File: src/rtl/sr_cmd_gen_if.sv
// Button and latch-command signals of the SR latch command generator.
// Exposes one modport for the driving side and one for the generator.
interface sr_cmd_gen_if;
  logic btn_set;
  logic btn_reset;
  logic s;
  logic r;
  logic en;
  logic busy;
  logic last_cmd;
  logic conflict;

  modport master (
    output btn_set, btn_reset,
    input  s, r, en, busy, last_cmd, conflict
  );

  modport slave (
    input  btn_set, btn_reset,
    output s, r, en, busy, last_cmd, conflict
  );
endinterface

File: src/rtl/sr_cmd_gen.sv
// Debounced pushbutton front end that issues fixed-width active-low set/reset
// pulses to a NAND SR latch, never driving s and r low together.
module sr_cmd_gen #(
  parameter int DEBOUNCE_CYCLES = 4,
  parameter int PULSE_CYCLES    = 2,
  parameter int CNT_W           = 8
) (
  input  logic           clk,
  input  logic           rst,
  sr_cmd_gen_if.slave    bus
);

  typedef enum logic [1:0] {
    IDLE      = 2'd0,
    PULSE_SET = 2'd1,
    PULSE_RST = 2'd2,
    GAP       = 2'd3
  } state_t;

  localparam logic [CNT_W-1:0] DB_LAST = CNT_W'(DEBOUNCE_CYCLES - 1);
  localparam logic [CNT_W-1:0] PL_LAST = CNT_W'(PULSE_CYCLES - 1);

  // Index 0 is the set button, index 1 the reset button.
  logic [1:0]       raw_s;
  logic [1:0]       sync1_r;
  logic [1:0]       sync2_r;
  logic [1:0]       stable_r;
  logic [1:0]       stable_d_r;
  logic [CNT_W-1:0] db_cnt_r [2];
  logic [1:0]       req_s;
  logic [1:0]       want_s;
  logic [1:0]       pend_r;

  state_t           state_r;
  logic [CNT_W-1:0] pcnt_r;
  logic             s_r;
  logic             r_r;
  logic             en_r;
  logic             busy_r;
  logic             last_cmd_r;
  logic             conflict_r;

  assign raw_s  = {bus.btn_reset, bus.btn_set};
  assign req_s  = stable_r & ~stable_d_r;
  assign want_s = req_s | pend_r;

  // Two-flop synchronizers and per-button debounce counters.
  always_ff @(posedge clk or posedge rst) begin
    if (rst) begin
      sync1_r    <= 2'b00;
      sync2_r    <= 2'b00;
      stable_r   <= 2'b00;
      stable_d_r <= 2'b00;
      db_cnt_r[0] <= '0;
      db_cnt_r[1] <= '0;
    end else begin
      sync1_r    <= raw_s;
      sync2_r    <= sync1_r;
      stable_d_r <= stable_r;
      for (int i = 0; i < 2; i++) begin
        if (sync2_r[i] == stable_r[i]) begin
          db_cnt_r[i] <= '0;
        end else if (db_cnt_r[i] == DB_LAST) begin
          stable_r[i] <= sync2_r[i];
          db_cnt_r[i] <= '0;
        end else begin
          db_cnt_r[i] <= db_cnt_r[i] + CNT_W'(1);
        end
      end
    end
  end

  // Command FSM; s and r are only ever lowered from IDLE, one at a time.
  always_ff @(posedge clk or posedge rst) begin
    if (rst) begin
      state_r    <= IDLE;
      pcnt_r     <= '0;
      pend_r     <= 2'b00;
      s_r        <= 1'b1;
      r_r        <= 1'b1;
      en_r       <= 1'b0;
      busy_r     <= 1'b0;
      last_cmd_r <= 1'b0;
      conflict_r <= 1'b0;
    end else begin
      conflict_r <= 1'b0;
      case (state_r)
        IDLE: begin
          pend_r <= 2'b00;
          pcnt_r <= '0;
          if (&want_s) begin
            conflict_r <= 1'b1;
          end else if (want_s[0]) begin
            state_r    <= PULSE_SET;
            s_r        <= 1'b0;
            en_r       <= 1'b1;
            busy_r     <= 1'b1;
            last_cmd_r <= 1'b1;
          end else if (want_s[1]) begin
            state_r    <= PULSE_RST;
            r_r        <= 1'b0;
            en_r       <= 1'b1;
            busy_r     <= 1'b1;
            last_cmd_r <= 1'b0;
          end else begin
            state_r <= IDLE;
          end
        end
        PULSE_SET, PULSE_RST: begin
          pend_r <= pend_r | req_s;
          if (pcnt_r == PL_LAST) begin
            state_r <= GAP;
            s_r     <= 1'b1;
            r_r     <= 1'b1;
          end else begin
            pcnt_r <= pcnt_r + CNT_W'(1);
          end
        end
        GAP: begin
          pend_r  <= pend_r | req_s;
          state_r <= IDLE;
          en_r    <= 1'b0;
          busy_r  <= 1'b0;
        end
        default: begin
          state_r <= IDLE;
          pend_r  <= 2'b00;
          s_r     <= 1'b1;
          r_r     <= 1'b1;
          en_r    <= 1'b0;
          busy_r  <= 1'b0;
        end
      endcase
    end
  end

  assign bus.s        = s_r;
  assign bus.r        = r_r;
  assign bus.en       = en_r;
  assign bus.busy     = busy_r;
  assign bus.last_cmd = last_cmd_r;
  assign bus.conflict = conflict_r;

endmodule

File: src/flat_wrapper.sv
// flat-port wrapper written by rule: the top's interface ports become plain ports
module sr_cmd_gen_flat 
#(
  parameter int DEBOUNCE_CYCLES = 4,
  parameter int PULSE_CYCLES    = 2,
  parameter int CNT_W           = 8
)
  (clk, rst, bus_btn_set, bus_btn_reset, bus_s, bus_r, bus_en, bus_busy, bus_last_cmd, bus_conflict);
  sr_cmd_gen_if bus_i ();
  input  logic clk;
  input  logic rst;
  input wire logic [$bits(bus_i.btn_set)-1:0] bus_btn_set;
  input wire logic [$bits(bus_i.btn_reset)-1:0] bus_btn_reset;
  output wire logic [$bits(bus_i.s)-1:0] bus_s;
  output wire logic [$bits(bus_i.r)-1:0] bus_r;
  output wire logic [$bits(bus_i.en)-1:0] bus_en;
  output wire logic [$bits(bus_i.busy)-1:0] bus_busy;
  output wire logic [$bits(bus_i.last_cmd)-1:0] bus_last_cmd;
  output wire logic [$bits(bus_i.conflict)-1:0] bus_conflict;
  assign bus_i.btn_set = bus_btn_set;
  assign bus_i.btn_reset = bus_btn_reset;
  assign bus_s = bus_i.s;
  assign bus_r = bus_i.r;
  assign bus_en = bus_i.en;
  assign bus_busy = bus_i.busy;
  assign bus_last_cmd = bus_i.last_cmd;
  assign bus_conflict = bus_i.conflict;
  sr_cmd_gen #(.DEBOUNCE_CYCLES(DEBOUNCE_CYCLES), .PULSE_CYCLES(PULSE_CYCLES), .CNT_W(CNT_W)) u_core (.clk(clk), .rst(rst), .bus(bus_i));
endmodule
File: config.mk
export PLATFORM = sky130hd
export DESIGN_NAME = sr_cmd_gen_flat
export DESIGN_NICKNAME = d
export VERILOG_FILES = /design/src/rtl/sr_cmd_gen_if.sv /design/src/rtl/sr_cmd_gen.sv /design/src/flat_wrapper.sv
export SDC_FILE = /design/constraint.sdc
export NUM_CORES = 1
export LEC_CHECK = 0
export CORE_ASPECT_RATIO = 1.5
export CORE_MARGIN = 2
export CORE_UTILIZATION = 40
export CTS_BUF_LIST = sky130_fd_sc_hd__clkbuf_4 sky130_fd_sc_hd__clkbuf_8
export DETAILED_ROUTE_END_ITERATION = 10
export SYNTH_ARGS = -nofsm -noshare
export SYNTH_HDL_FRONTEND = slang
export SYNTH_SLANG_ARGS = --single-unit
export TNS_END_PERCENT = 100
File: constraint.sdc
create_clock -name clk -period 3.9 [get_ports clk]
set_input_delay 0.585 -clock clk [delete_from_list [all_inputs] [get_ports clk]]
set_output_delay 0.585 -clock clk [all_outputs]
set_load 0.02 [all_outputs]
==> results of run 1 <==
-- flip-flops by register name, indices dropped and copies added, names as in the netlist --
register and cells:
u_core.sync2_r 2, u_core.stable_r 2, u_core.pcnt_r 8, u_core.pend_r 2, u_core.bus.conflict 1, u_core.stable_d_r 2, u_core.sync1_r 2, u_core.bus.r 1
u_core.state_r 2, u_core.bus.en 1, u_core.db_cnt_r 16, u_core.bus.last_cmd 1, u_core.bus.s 1
-- layer usage --
layer | global-route usage | wire length, um
met5 | 0 | 0
met3 | 0.0372 | 96
met4 | 0.0929 | 119
met1 | 0.165 | 1540
met2 | 0.249 | 1770
-- layout make-up --
type,instances,area [um2]
fillers,468,2590
flip-flops and latches,41,1030
multi-input cells,130,842
repair buffers,10,97.6
well taps,66,82.6
clock buffers,5,68.8
inverters,11,41.3
clock inverters,3,17.5
-- logic make-up (layout without fill, tap and decap cells) --
kind of cell | after synthesis | after routing | share of synthesized area
AOI/OAI and AO/OA | 28 | 28 | 0.0895
buffers and inverters | 18 | 29 | 0.0447
DFF | 41 | 41 | 0.525
and+or+nand+nor | 74 | 74 | 0.194
muxes | 4 | 4 | 0.0217
xor gates and xnor gates | 15 | 15 | 0.0671
adders and majority gates | 9 | 9 | 0.0575
-- report_power, final --
part / internal, mW / switching, mW
clock: 0.124 / 0.151
combinational: 0.266 / 0.386
sequential: 0.529 / 0.0795
-- cells in the final DEF, fill, tap and decap left out, types with 2 or more instances in the layout --
cell and count:
nor4_1 2, nand2_1 13, and3_1 7, xnor2_1 6, ha_1 9, dfrtp_1 39, nor3_1 5, xor2_1 9
dfstp_2 2, clkinv_2 2, clkdlybuf4s50_1 9, nand2b_1 2, nand3_1 12, mux2i_1 2, mux2_2 2, or3_1 2
inv_1 11, o31ai_1 2, and2_1 2, nor2_1 22, clkbuf_8 5, o21ai_0 12, a21oi_1 7
-- per-stage QoR --
stage | total power, mW | cell area [um2]
final | 1.53 | 2180
after global routing | 1.67 | 2180
after CTS | 1.56 | 2180
after detailed placement | 1.27 | 2090
after global placement | 1.27 | 2090
after floorplan | 1.12 | 1960
-- worst paths after layout --
kind | slack, ns | startpoint | end | cells past startpoint
max in group asynchronous | 2.79 | rst | u_core.bus.r | 3
worst max register to register | 1.89 | u_core.stable_r[1] | u_core.bus.en | 6
min in group asynchronous | 0.71 | rst | u_core.db_cnt_r[15] | 3
worst min register to register | 0.35 | u_core.sync1_r[0] | u_core.sync2_r[0] | 0
worst max-delay path | 1.85 | u_core.bus.s | bus_s | 1
worst min-delay path | 0.35 | u_core.sync1_r[0] | u_core.sync2_r[0] | 0
==> results.md, run 1 <==
* Status: complete, no violations
* EDFF count, synth at 0
* Crit path kind: reg2out
* GRT overflow at 0
* Yosys top cell area share at 0.498
* TritonCTS Buffers at 5
* Worst hold margin at 0.352 ns
* Post-detailed-route count of antenna-violating nets at 0
* Crit-path cells: clkdlybuf4s50_1
* All-Layer GR Usage at 0.149
* Slowest stage delay, CP at 0.61 ns
* Diodes inserted at 0
* Worst-Skew Late Latency at 0.30 ns
* Slowest cell on crit path: clkdlybuf4s50_1
* # clock sinks at 41
* Area grow syn2layout at 11.2%
* Hold WC Path Type: reg2reg
* Arr. time, crit path at 1.46 ns
* P per Cell Area at around 700 nW/um2
* Placed insts at 258
* # Max-Cap Violations at 0
* Cell variety after synth at 38
* Most frequent cells after synthesis: dfrtp_1, nor2_1, nand2_1
* Static Leak at 0.991 nW
* Register area share after synthesis at 0.525
* Layout cell share with drive strength beyond 1 at 0.0900
* Maximum clock path buffer count at 2
* CP Data Required Time at 3.31 ns
* Io pins at 10
* Crit. End Element: output port
* FMAX at between 400 and 500 MHz
* YS warnings at 0
* Tcrit/Tclk final at 0.525
* Synthesized Nets at 202
* Die X at 61.1 um
* Setup Viol. Count Final at 0
* Routability cong. at 0.781
* Setup crit start kind: register
* Initial core utilization at 0.410
* Worst slew pin tran at between 0.5 and 0.6 ns
* Crit Path Max Fanout at 3
* Clock Tree Root: clkbuf_8
* Buf+Inv Stages, Crit Path at 1
* Chip height at 89.7 um
* Slew margin rel. at 0.656
* Die Area at 5480 um2
* Hpwl dp at roughly 2.4 mm
* Initial antenna violation count at 0
* TNS Setup at 0 ns
* DRC viols at 0
* Drt first pass iters at 4
* Layout Skew at ~0.0079 ns
* Clock period minus final worst setup slack at slightly above 2 ns
* First-pass GRT wire length at 5.91 mm
* Final Slew Violations at 0
* Final core utilization at 0.457
* Pre-CTS WS at 1.91 ns
* Port Buffers at 9
* Layout Nets at about 210
* Asr flop ratio synth at 1.00
* Post-Route WL at between 3 and 4 mm
* Peak supply drop at 0.286 mV
* Cell Rows at 31
* Avg Cell Area, Syn at between 10 and 15 um2
* Count leader, synth: dfrtp_1
* Per-cell routed wire length at 13.3 um
* Final Hold Vio Count at 0
* Max H-tree Level at 2
* Cts repair resizes at 0
* Area contributors post-synth: dfrtp_1, ha_1, nor2_1, xor2_1, nand3_1
* Core area at 4770 um2
* RSZ-0062 raised after global routing: no
* Routed vias at about 1400
* Largest net degree at the start of global routing at 42
* Worst Slack Setup Final at 1.85 ns
* Vias in the first global route at 1297
* Area of the mapped netlist at 1960 um2
* Syn Inst Count at between 150 and 200
* Post-CTS Setup Bufs at 0
* Initial DRC count at 45
* DR vias/cell at 5.15
* Non-filler cells, final at 266
* Yosys reg bits at 41
* Hold buffer count at cts at 0
* CTS tree: done
* CTS clk-pin slew, worst paths at 0.08 ns
* Leading area contributor after synthesis: dfrtp_1
* Dominant synthesized flop cell: dfrtp_1
* Critical path's top delay family: buffers and inverters
Note: power is estimated with default switching activity, not from simulation.
==> run 2: changes to the inputs <==
- clock period: 3.9 -> 2.1 ns (I/O delays scaled with it)
==> run 2 against run 1 <==
Net effect:
- sequential share of layout area shrank 1.2 points
- wire length grew 1.8%
- clock power up 120%
- die area is the same
- sequential power increased by 86%
- non-clock buffer count grew 5
- combinational power up 100%
- critical path type is now reg2reg
- total power up 100%
- highest routed layer unchanged
==> results.md, run 2 (same netlist as run 1, synthesis figures left out) <==
* Area grow syn2layout at 14.1%
* Sw Ratio at 0.377
* Final Slew Violations at 0
* Initial antenna violation count at 0
* Routability cong. at just under 0.8
* Crit path kind: reg2reg
* Sequential power share at 0.369
* Most frequent cells in the layout: dfrtp_1, nor2_1, nand2_1, o21ai_0, nand3_1
* Tcrit/Tclk final at 0.881
* Post-CTS Setup Bufs at 0
* CTS tree: done
* Slew margin rel. at 0.660
* Static Leak at just over 1 nW
* Commonest non-fill, non-tap cell in the layout: dfrtp_1
* Worst Slack Setup Final at ~0.25 ns
* Pre-CTS WS at around 0.27 ns
* Hold Startpoint: u_core.sync1_r[1]
* Final core utilization at 0.468
* Slowest stage delay, CP at approximately 0.42 ns
* Chip height at 89.7 um
* Post-Place Cell Area at 2130 um2
* RSZ-0062 raised after global routing: no
* Largest net degree at the start of global routing at 42
* Worst slew pin tran at around 0.51 ns
* Clock period minus final worst setup slack at 1.85 ns
* Internal power at 1.91 mW
* Reg with most FFs: u_core.db_cnt_r
* Post-detailed-route count of antenna-violating nets at 0
* # Max-Cap Violations at 0
* DR vias/cell at 5.05
* Initial core utilization at 0.410
* Hold WC Path Type: reg2reg
* Peak supply drop at around 0.53 mV
* Cts repair resizes at 0
* Critical path's top delay family: simple AND/OR/NAND/NOR gates
* GRT overflow at 0
* Post-route cell area at 2230 um2
* Slowest cell on crit path: dfrtp_1
* Worst-Skew Late Latency at around 0.3 ns
* Crit Path Max Fanout at 9
* Per-cell routed wire length at 13.3 um
* Max H-tree Level at 2
* Hold buffer count at cts at 0
* Clock Tree Root: clkbuf_8
* DRC viols at 0
* Hpwl dp at 2.59 mm
* Cell Rows at 31
* Setup Viol. Count Final at 0
* Max FFs per register at 16
* First-pass GRT wire length at 6.16 mm
* Arr. time, crit path at 2.08 ns
* Total power at just over 3 mW
* Final Hold Vio Count at 0
* Initial DRC count at 54
* Layout Skew at between 0.01 and 0.015 ns
* Port Buffers at 9
* Drt first pass iters at 4
* Placed insts at 263
* Largest registers: u_core.db_cnt_r x16, u_core.pcnt_r x8
* Buf+Inv Stages, Crit Path at 1
* Layout Nets at 217
* FMAX at 540 MHz
* Crit. End Element: register
* NetSw at ~1.2 mW
* Core area at 4770 um2
* Layout cell share with drive strength beyond 1 at 0.108
* Setup crit start kind: register
* Status: complete, no violations
* TNS Setup at 0 ns
* Routed vias at approximately 1400
* Vias in the first global route at 1351
* Die X at 61.1 um
* Post-Route WL at 3.59 mm
* Diodes inserted at 0
* RR Startpoint: u_core.stable_r[0]
* Comb power frac at 0.430
* P per Cell Area at 1370 nW/um2
* CP Data Required Time at roughly 2.3 ns
* Share of power burned in the clock network at 0.201
* Io pins at 10
* All-Layer GR Usage at 0.150
* Critical path launch point: u_core.stable_r[0]
* Die Area at 5480 um2
* Maximum clock path buffer count at 2
* CTS clk-pin slew, worst paths at 0.08 ns
* Worst hold margin at 0.337 ns
* Non-filler cells, final at 270
* TritonCTS Buffers at 5
* Crit-path cells: nand2b_1 -> nor2b_4 -> inv_1 -> ha_1 -> and2_1 -> a311oi_1 -> mux2i_1
* # clock sinks at just over 40
run 2: changes by cell type in the layout (fill, tap and decap cells not counted):
cell,previous run,this run
buf_4,1,6
clkinvlp_4,1,0
bufinv_16,0,1
clkinv_2,2,1
run 2: cell type report:
class / count / area, um2
well taps: 66 / 82.6
fillers: 442 / 2540
clock buffers: 5 / 68.8
clock inverters: 2 / 35.0
flip-flops and latches: 41 / 1030
multi-input cells: 130 / 842
inverters: 11 / 41.3
repair buffers: 15 / 135
run 2: per-layer routing:
| layer | wire, um | track usage |
|---|---|---|
| met5 | 0 | 0 |
| met4 | 57 | 0.0534 |
| met3 | 119 | 0.0301 |
| met2 | 1840 | 0.255 |
| met1 | 1570 | 0.184 |
run 2: power by group through the flow:
| stage | combinational [mW] | clock (mW) | sequential (mW) |
|---|---|---|---|
| 2_1_floorplan | 0.935 | 0 | 1.15 |
| 3_3_place_gp | 1.33 | 0 | 1.14 |
| 3_5_place_dp | 1.33 | 0 | 1.15 |
| 4_1_cts | 1.34 | 0.629 | 1.13 |
| 5_1_grt | 1.48 | 0.667 | 1.16 |
| 6_report | 1.32 | 0.615 | 1.13 |
run 2: worst paths after layout:
kind                       cells after the start                  to  slack, ns
max reg2reg                                    7       u_core.bus.en       0.25
min reg2reg                                    0   u_core.sync2_r[1]       0.34
max                                            7       u_core.bus.en       0.25
max in group asynchronous                      3        u_core.bus.s       1.28
min                                            0   u_core.sync2_r[1]       0.34
min in group asynchronous                      3  u_core.db_cnt_r[5]       0.46
==> run 3: changes to the inputs <==
- CORE_UTILIZATION: 40 -> 42
==> run 3 against run 2 <==
Net effect:
- flip-flop and latch count unchanged
- clock skew decreased by 0.0027 ns
- first-iteration DRC count shrank 15%
- critical path type unchanged
- largest power group unchanged
==> results.md, run 3 (same netlist as run 1, synthesis figures left out) <==
* Sw Ratio at 0.364
* First-pass GRT wire length at 6.35 mm
* P per Cell Area at approximately 1400 nW/um2
* Reg with most FFs: u_core.db_cnt_r
* Cts repair resizes at 0
* Buf+Inv Stages, Crit Path at 1
* Hold buffer count at cts at 0
* Commonest non-fill, non-tap cell in the layout: dfrtp_1
* Critical path's top delay family: compound AO/OA/AOI/OAI gates
* Routed vias at 1384
* CTS tree: done
* Crit. End Element: register
* CP Data Required Time at 2.32 ns
* Routability cong. at 0.775
* Setup Viol. Count Final at 0
* Crit Path Max Fanout at 5
* # Max-Cap Violations at 0
* Worst hold margin at 0.353 ns
* Cell Rows at 30
* Tcrit/Tclk final at 0.898
* GRT overflow at 0
* Vias in the first global route at 1408
* Slew margin rel. at 0.659
* Initial DRC count at 46
* Worst r2r path cells at 6
* # clock sinks at 41
* Hpwl dp at around 2.6 mm
* Drt first pass iters at 4
* TritonCTS Buffers at 5
* Worst-Skew Late Latency at 0.29 ns
* Setup slack, reg-to-reg at roughly 0.21 ns
* Setup crit start kind: register
* Status: complete, no violations
* Core area at 4500 um2
* TNS Setup at 0 ns
* All-Layer GR Usage at 0.160
* Final Hold Vio Count at 0
* Io pins at 10
* Worst hold path depth at 0
* Max FFs per register at 16
* Post-Route WL at 3.56 mm
* Static Leak at 1.03 nW
* Largest registers: u_core.db_cnt_r x16, u_core.pcnt_r x8
* Worst Slack Setup Final at approximately 0.21 ns
* CTS clk-pin slew, worst paths at 0.08 ns
* Clock Tree Root: clkbuf_8
* Initial core utilization at 0.435
* Post-CTS Setup Bufs at 0
* Post-Place Cell Area at roughly 2100 um2
* Placed insts at 243
* Die Area at ~5200 um2
* Most frequent cells in the layout: dfrtp_1, nor2_1, nand2_1, o21ai_0, nand3_1
* Final Slew Violations at 0
* NetSw at 1.14 mW
* Max H-tree Level at 2
* Layout Nets at 215
* RR Startpoint: u_core.stable_r[1]
* Pre-CTS WS at 0.221 ns
* Sequential power share at 0.361
* Layout cell share with drive strength beyond 1 at 0.103
* Hold Startpoint: u_core.sync1_r[1]
* Hold WC Path Type: reg2reg
* Arr. time, crit path at 2.11 ns
* Non-filler cells, final at 251
* Slowest cell on crit path: dfrtp_1
* Crit path kind: reg2reg
* Maximum clock path buffer count at 2
* Largest net degree at the start of global routing at 42
* Area grow syn2layout at 13.7%
* DRC viols at 0
* Die X at 59.8 um
* Post-route cell area at 2230 um2
* Crit-path cells: a21oi_1 -> inv_1 -> ha_1 -> and2_1 -> a311oi_1 -> mux2i_1
* Per-cell routed wire length at 14.2 um
* DR vias/cell at approximately 5.5
* R2R Path End: u_core.bus.en
* Port Buffers at 9
* Clock period minus final worst setup slack at 1.89 ns
* Hold EP: u_core.sync2_r[1]
* Layout Skew at between 0.009 and 0.01 ns
* Initial antenna violation count at 0
* Diodes inserted at 0
* Final core utilization at 0.494
* Total power at 3.14 mW
* RSZ-0062 raised after global routing: no
* Worst slew pin tran at 0.512 ns
* Chip height at 87.6 um
* Comb power frac at 0.406
* FMAX at 530 MHz
* Slowest stage delay, CP at 0.41 ns
* Peak supply drop at 0.907 mV
* Internal power at approximately 2 mW
* Post-detailed-route count of antenna-violating nets at 0
* Share of power burned in the clock network at 0.234
## run 3: power groups by stage
stage                     registers, mW  clock network, mW  logic (mW)
after floorplan                    1.15                  0       0.935
after global placement             1.14                  0        1.23
after detailed placement           1.15                  0        1.27
after CTS                          1.13              0.761        1.28
after global routing               1.16              0.794        1.43
final                              1.13              0.733        1.27
## run 3: worst max path at each step
stage                       start             to  depth (start not counted)  slack, ns
3_3_place_gp   u_core.stable_r[1]  u_core.bus.en                          6       0.32
6_report       u_core.stable_r[1]  u_core.bus.en                          6       0.21
2_1_floorplan  u_core.stable_r[0]  u_core.bus.en                          8       0.33
4_1_cts        u_core.stable_r[1]   u_core.bus.r                          6       0.21
5_1_grt        u_core.stable_r[1]   u_core.bus.r                          6       0.07
3_5_place_dp   u_core.stable_r[1]   u_core.bus.r                          6       0.22
## run 3: cell type report
type                       instances  area [um2]
inverter                          11        41.3
clock inverter                     3        65.1
sequential                        41        1030
tap                               48        60.1
multi-input combinational        130         842
fill                             418        2280
clock buffer                       5        68.8
timing repair buffer              13         120
## run 3: layer usage
metal  GRT usage  share of wire  up-vias
met3      0.0487          0.034        2
met4      0.0545         0.0093        0
met1       0.182           0.40      680
met2       0.280           0.55       27
met5           0              0        -
li1            -              -      675
